[src/rtl/mlp_mac_pipe_if.sv]
// Beat/result bundle for mlp_mac_pipe: per-beat operands and markers in, rescaled lane results out.
// The master drives beats, and the slave (the MAC engine) returns the results.
interface mlp_mac_pipe_if #(
    parameter int LANES     = 4,
    parameter int A_WIDTH   = 16,
    parameter int B_WIDTH   = 16,
    parameter int OUT_WIDTH = 16
);
    logic                       in_valid;
    logic                       in_start;
    logic                       in_last;
    logic [LANES*A_WIDTH-1:0]   a;
    logic [LANES*B_WIDTH-1:0]   b;
    logic [LANES*OUT_WIDTH-1:0] out_data;
    logic                       out_valid;
    logic [LANES-1:0]           out_sat;
    logic                       busy;

    modport master (
        output in_valid, in_start, in_last, a, b,
        input  out_data, out_valid, out_sat, busy
    );

    modport slave (
        input  in_valid, in_start, in_last, a, b,
        output out_data, out_valid, out_sat, busy
    );
endinterface

[src/rtl/mlp_mac_pipe.sv]
// Multi-lane pipelined signed MAC: product register, accumulate, then round/rescale/saturate.
// Define MLP_MAC_RELU_EN to fuse a ReLU into the output stage (negatives become 0 and are not flagged).
module mlp_mac_pipe #(
    parameter int LANES     = 4,
    parameter int A_WIDTH   = 16,
    parameter int B_WIDTH   = 16,
    parameter int ACC_WIDTH = 40,
    parameter int FRAC_BITS = 8,
    parameter int OUT_WIDTH = 16
) (
    input logic         clk,
    input logic         rst_n,
    mlp_mac_pipe_if.slave bus
);

    localparam int PW = A_WIDTH + B_WIDTH;
    localparam int RW = ACC_WIDTH + 1;

    // One extra bit keeps the round-half-up add from wrapping at the accumulator extremes.
    localparam logic [RW-1:0]        RND_U   = ({{(RW-1){1'b0}}, 1'b1} << FRAC_BITS) >> 1;
    localparam logic signed [RW-1:0] OUT_MAX = {{(RW-OUT_WIDTH+1){1'b0}}, {(OUT_WIDTH-1){1'b1}}};
    localparam logic signed [RW-1:0] OUT_MIN = {{(RW-OUT_WIDTH+1){1'b1}}, {(OUT_WIDTH-1){1'b0}}};

    logic                        s1_valid;
    logic                        s1_start;
    logic                        s1_last;
    logic                        s2_fire;
    logic signed [PW-1:0]        s1_prod [LANES];
    logic signed [ACC_WIDTH-1:0] acc     [LANES];
    logic [LANES*OUT_WIDTH-1:0]  next_data;
    logic [LANES-1:0]            next_sat;

    always_ff @(posedge clk or negedge rst_n) begin
        if (!rst_n) begin
            s1_valid <= 1'b0;
            s1_start <= 1'b0;
            s1_last  <= 1'b0;
            s2_fire  <= 1'b0;
        end else begin
            s1_valid <= bus.in_valid;
            s1_start <= bus.in_valid & bus.in_start;
            s1_last  <= bus.in_valid & bus.in_last;
            s2_fire  <= s1_valid & s1_last;
        end
    end

    always_ff @(posedge clk or negedge rst_n) begin
        if (!rst_n) begin
            for (int i = 0; i < LANES; i++) begin
                s1_prod[i] <= '0;
                acc[i]     <= '0;
            end
        end else begin
            for (int i = 0; i < LANES; i++) begin
                if (bus.in_valid) begin
                    s1_prod[i] <= PW'($signed(bus.a[i*A_WIDTH +: A_WIDTH])) *
                                  PW'($signed(bus.b[i*B_WIDTH +: B_WIDTH]));
                end
                if (s1_valid) begin
                    acc[i] <= s1_start ? ACC_WIDTH'(s1_prod[i])
                                       : acc[i] + ACC_WIDTH'(s1_prod[i]);
                end
            end
        end
    end

    always_comb begin
        logic signed [RW-1:0] rnd_sum;
        logic signed [RW-1:0] rnd_q;
        next_data = '0;
        next_sat  = '0;
        for (int i = 0; i < LANES; i++) begin
            rnd_sum = RW'(acc[i]) + $signed(RND_U);
            rnd_q   = rnd_sum >>> FRAC_BITS;
`ifdef MLP_MAC_RELU_EN
            if (rnd_q[RW-1]) begin
                rnd_q = '0;
            end
`endif
            if (rnd_q > OUT_MAX) begin
                next_data[i*OUT_WIDTH +: OUT_WIDTH] = OUT_MAX[OUT_WIDTH-1:0];
                next_sat[i] = 1'b1;
            end else if (rnd_q < OUT_MIN) begin
                next_data[i*OUT_WIDTH +: OUT_WIDTH] = OUT_MIN[OUT_WIDTH-1:0];
                next_sat[i] = 1'b1;
            end else begin
                next_data[i*OUT_WIDTH +: OUT_WIDTH] = rnd_q[OUT_WIDTH-1:0];
            end
        end
    end

    // Results are held between vectors, so only the pulse itself goes back to zero.
    always_ff @(posedge clk or negedge rst_n) begin
        if (!rst_n) begin
            bus.out_valid <= 1'b0;
            bus.out_data  <= '0;
            bus.out_sat   <= '0;
        end else begin
            bus.out_valid <= s2_fire;
            if (s2_fire) begin
                bus.out_data <= next_data;
                bus.out_sat  <= next_sat;
            end
        end
    end

    assign bus.busy = s1_valid | s2_fire;

endmodule

[src/flat_wrapper.sv]
// flat-port wrapper written by rule: the top's interface ports become plain ports
module mlp_mac_pipe_flat 
#(
    parameter int LANES     = 4,
    parameter int A_WIDTH   = 16,
    parameter int B_WIDTH   = 16,
    parameter int ACC_WIDTH = 40,
    parameter int FRAC_BITS = 8,
    parameter int OUT_WIDTH = 16
)
  (clk, rst_n, bus_in_valid, bus_in_start, bus_in_last, bus_a, bus_b, bus_out_data, bus_out_valid, bus_out_sat, bus_busy);
  mlp_mac_pipe_if #(.LANES(LANES), .A_WIDTH(A_WIDTH), .B_WIDTH(B_WIDTH), .OUT_WIDTH(OUT_WIDTH)) bus_i ();
  input logic clk;
  input logic rst_n;
  input wire logic [$bits(bus_i.in_valid)-1:0] bus_in_valid;
  input wire logic [$bits(bus_i.in_start)-1:0] bus_in_start;
  input wire logic [$bits(bus_i.in_last)-1:0] bus_in_last;
  input wire logic [$bits(bus_i.a)-1:0] bus_a;
  input wire logic [$bits(bus_i.b)-1:0] bus_b;
  output wire logic [$bits(bus_i.out_data)-1:0] bus_out_data;
  output wire logic [$bits(bus_i.out_valid)-1:0] bus_out_valid;
  output wire logic [$bits(bus_i.out_sat)-1:0] bus_out_sat;
  output wire logic [$bits(bus_i.busy)-1:0] bus_busy;
  assign bus_i.in_valid = bus_in_valid;
  assign bus_i.in_start = bus_in_start;
  assign bus_i.in_last = bus_in_last;
  assign bus_i.a = bus_a;
  assign bus_i.b = bus_b;
  assign bus_out_data = bus_i.out_data;
  assign bus_out_valid = bus_i.out_valid;
  assign bus_out_sat = bus_i.out_sat;
  assign bus_busy = bus_i.busy;
  mlp_mac_pipe #(.LANES(LANES), .A_WIDTH(A_WIDTH), .B_WIDTH(B_WIDTH), .ACC_WIDTH(ACC_WIDTH), .FRAC_BITS(FRAC_BITS), .OUT_WIDTH(OUT_WIDTH)) u_core (.clk(clk), .rst_n(rst_n), .bus(bus_i));
endmodule
[config.mk]
export PLATFORM = sky130hd
export DESIGN_NAME = mlp_mac_pipe_flat
export DESIGN_NICKNAME = d
export VERILOG_FILES = /design/src/rtl/mlp_mac_pipe_if.sv /design/src/rtl/mlp_mac_pipe.sv /design/src/flat_wrapper.sv
export SDC_FILE = /design/constraint.sdc
export NUM_CORES = 2
export LEC_CHECK = 0
export BUFFER_PORTS_ARGS = -buffer_cell sky130_fd_sc_hd__buf_2
export CAP_MARGIN = 20
export CORE_MARGIN = 4
export CORE_UTILIZATION = 40
export CTS_CLUSTER_SIZE = 30
export DETAILED_ROUTE_END_ITERATION = 12
export GPL_TIMING_DRIVEN = 0
export PLACE_DENSITY_LB_ADDON = 0.05
export SYNTH_ARGS = -nofsm -noshare
export SYNTH_HDL_FRONTEND = slang
export SYNTH_SLANG_ARGS = --single-unit
[constraint.sdc]
create_clock -name clk -period 4.3 [get_ports clk]
set_clock_uncertainty 0.15 [all_clocks]
set_input_delay 0.86 -clock clk [delete_from_list [all_inputs] [get_ports clk]]
set_output_delay 0.86 -clock clk [all_outputs]
set_load 0.1 [all_outputs]
==> results by group <==
Status
  – Status: finished, violations left
  – Failing checks: negative setup slack

Cells and area
  – Share of cells above drive strength 1: 17.7%
  – Fin cells: 9,838
  – Final nets: 9,393
  – Area Overhead vs Synth: 21.6%
  – Reg area: 9030 um2
  – Fill count: 15,300
  – Area of the multi-input gates: between 50,000 and 60,000 um2

Routing
  – Drt pass-1 iters: 6
  – WL/cell: 20.6 um
  – DRC viols: 0
  – Via Count: 51,500
  – Antenna viol nets, final: 0
  – Post-DR vias/cell: 5.23
  – Drt total wl: 203 mm
  – DRT iter0 DRCs: between 3,000 and 4,000

Clock tree
  – Sink Count: 361
  – H-tree levels: 2
  – Clock network latency to the later pin of the worst-skew pair: 590 ps
  – Clk root buf: clkbuf_16
  – Number of buffers created by CTS: 47
  – CTS tree: yes
  – Clock Pin Slew Worst Setup and Hold Paths: 60 ps
  – Hold-fix buffers, CTS: 0
  – Longest Clk Path Bufs: 3

STA
  – Setup ws final: -2320 ps
  – Final Max Tran Viols: 0
  – Final Hold Viols: 0
  – Tmin final: 6620 ps
  – RSZ-0062 raised after global routing: true
  – Setup TNS: -137,760 ps
  – Setup Viol. Count Final: 99
  – Worst-Margin Slew: about 1200 ps
  – Tcrit/Tclk final: 154%
  – Worst rel slew slack: a little over a fifth
  – Fmax: 151 MHz

Yosys
  – Most used DFF post-synth: dfrtp_1
  – Post-Syn Instances: approximately 7,000
  – Synth warn: 0
  – Number of enable flip-flop cells after synthesis: 0
  – Register area share after synthesis: ~14%
  – Count of unique library cells instantiated by Yosys: 86
  – Synth Area per Inst: 8.91 um2
  – Post-synth top area cell: fa_1
  – Top-count cell post-synth: inv_1
  – Post-synth top cells: inv_1, fa_1, nand2_1
  – Yosys top cell area share: 32.8%
  – Ranking of synthesized cells by area: fa_1, dfrtp_1, ha_1
  – Synth async-reset ratio: between 90% and 100%
  – Syn Std Cell Area: 64,100 um2
  – Post-synth net total: 8,871
  – Flops & latches, synth: approximately 360

Global routing
  – Antenna violations before repair: 8
  – Global Route Usage Sum: around a quarter
  – Pin count of the biggest net entering global routing: 113
  – GRT overflow: 0
  – First-pass GRT wire length: about 320 mm
  – Vias in the first global route: 53,000

Die
  – Die area: about 170,000 um2
  – Starting Density: 40.4%
  – Placeable core area: 159,000 um2
  – Row count: 146
  – Die X: 408 um
  – # IOs: 203
  – Die H: between 400 and 500 um

Worst setup path
  – FF-to-FF End: u_core.acc[78]
  – Reg2reg start: u_core.s1_prod[32]
  – R2R depth: 14
  – Crit path kind: input port to flop
  – CP Launch Type: input port
  – Critical Path RT: 4590 ps
  – Worst EP arrival: 6910 ps
  – R2r setup slk: 270 ps
  – CP Max Fanout: 7
  – CP endpoint kind: flop

Placed design
  – Port Buffers: between 200 and 250
  – Worst slack, placed: -3640 ps
  – Dpl cells: 9,489
  – Gp weighted congestion: roughly 0.90
  – Hpwl dp: 164 mm

Hold path
  – Worst hold path class: input port to async pin

Flow run
  – Number of max-cap violations: 0
==> per-stage QoR <==
step                      utilization [%]  area, um2  hold slack [ps]
after global placement               43.9      69800              209
after floorplan                         -      66200              202
after CTS                            47.8      75900             39.4
final                                49.1      78000             39.7
after global routing                 49.1      78000             64.4
after detailed placement             44.1      70100              209
==> critical path, cell delays in order <==
cell and delay, ps:
buf_6 120, buf_8 130, and2_1 140, fa_1 540, fa_1 460, fa_1 590
fa_1 460, fa_1 510, inv_1 50, fa_1 490, inv_2 40, ha_4 210
a21o_1 180, a21oi_2 120, nor2b_1 70, or4_4 430, a311oi_2 280, a21oi_2 110
a41o_1 210, or4_4 430, a31oi_4 250, xnor2_4 160, a21oi_2 70
==> worst max path at each step <==
stage               from                  end  slack, ps  depth (start not counted)
2_1_floorplan  bus_a[47]   u_core.s1_prod[63]      -2550                         23
3_3_place_gp       rst_n  u_core.s1_prod[123]      -5460                          1
3_5_place_dp   bus_b[63]   u_core.s1_prod[31]      -3640                         23
4_1_cts        bus_a[47]   u_core.s1_prod[63]      -2400                         24
5_1_grt        bus_a[40]   u_core.s1_prod[63]      -2490                         24
6_report       bus_b[45]   u_core.s1_prod[63]      -2320                         23
==> layout by cell type (no fill, tap or decap), types with 53 or more instances in the layout <==
cell	instances
inv_1	1146
fa_1	988
nand2_1	677
and2_1	464
nor2_1	458
a21oi_1	412
ha_1	404
dfrtp_1	361
buf_4	235
xnor2_1	199
o21ai_0	165
a21o_1	123
clkbuf_16	116
xor2_1	108
clkbuf_1	103
buf_2	97
nand3_1	93
buf_6	77
inv_2	77
mux2_2	71
nor2b_1	67
fa_2	64
ha_4	63
buf_8	58
and2_4	58
nor3_1	58
nand2b_1	55
a21oi_2	53
==> registers in the layout, indices dropped and copies added, names as in the netlist, 4 cells and up <==
register / flops
u_core.bus.out_data: 64
u_core.bus.out_sat: 4
u_core.s1_prod: 128
u_core.acc: 160
==> cell type report <==
| cell class | instances | area share (%) |
|---|---|---|
| diodes | 7 | 0.0225 |
| plain buffers | 255 | 3.85 |
| clock buffers | 62 | 1.74 |
| clock inverters | 26 | 0.486 |
| inverters | 1227 | 5.92 |
| multi-input cells | 5354 | 67.4 |
| flip-flops and latches | 361 | 11.6 |
| well taps | 2072 | 3.32 |
| repair buffers | 474 | 5.65 |
==> layer usage <==
| layer | GRT usage [%] | part of all wire, % |
|---|---|---|
| met4 | 3.16 | 1.4 |
| met2 | 39.3 | 46 |
| met1 | 36.6 | 48 |
| met5 | 0 | 0 |
| met3 | 1.83 | 4.6 |
==> logic make-up (layout without fill, tap and decap cells) <==
family                     count (synthesis)  count (layout)  synth area share (%)
AOI/OAI and AO/OA                       1178            1178                  11.6
DFF                                      361             361                  14.1
muxes                                    127             127                  2.20
xor gates and xnor gates                 340             340                  4.64
other                                      0               7                     0
adders and majority gates               1540            1540                  42.4
and+or+nand+nor                         2169            2169                  16.4
buffers and inverters                   1483            2044                  8.74
==> timing repair <==
item                       CTS  global route
gates cloned                11             6
hold endpoints to repair     0             0
setup endpoints to repair  101           126
buffers inserted           126           120
resized for setup          645           340
pin swaps                  226           248
Power is not shown: default switching activity piles up to over one toggle a cycle in this logic, so the estimate is an artifact.
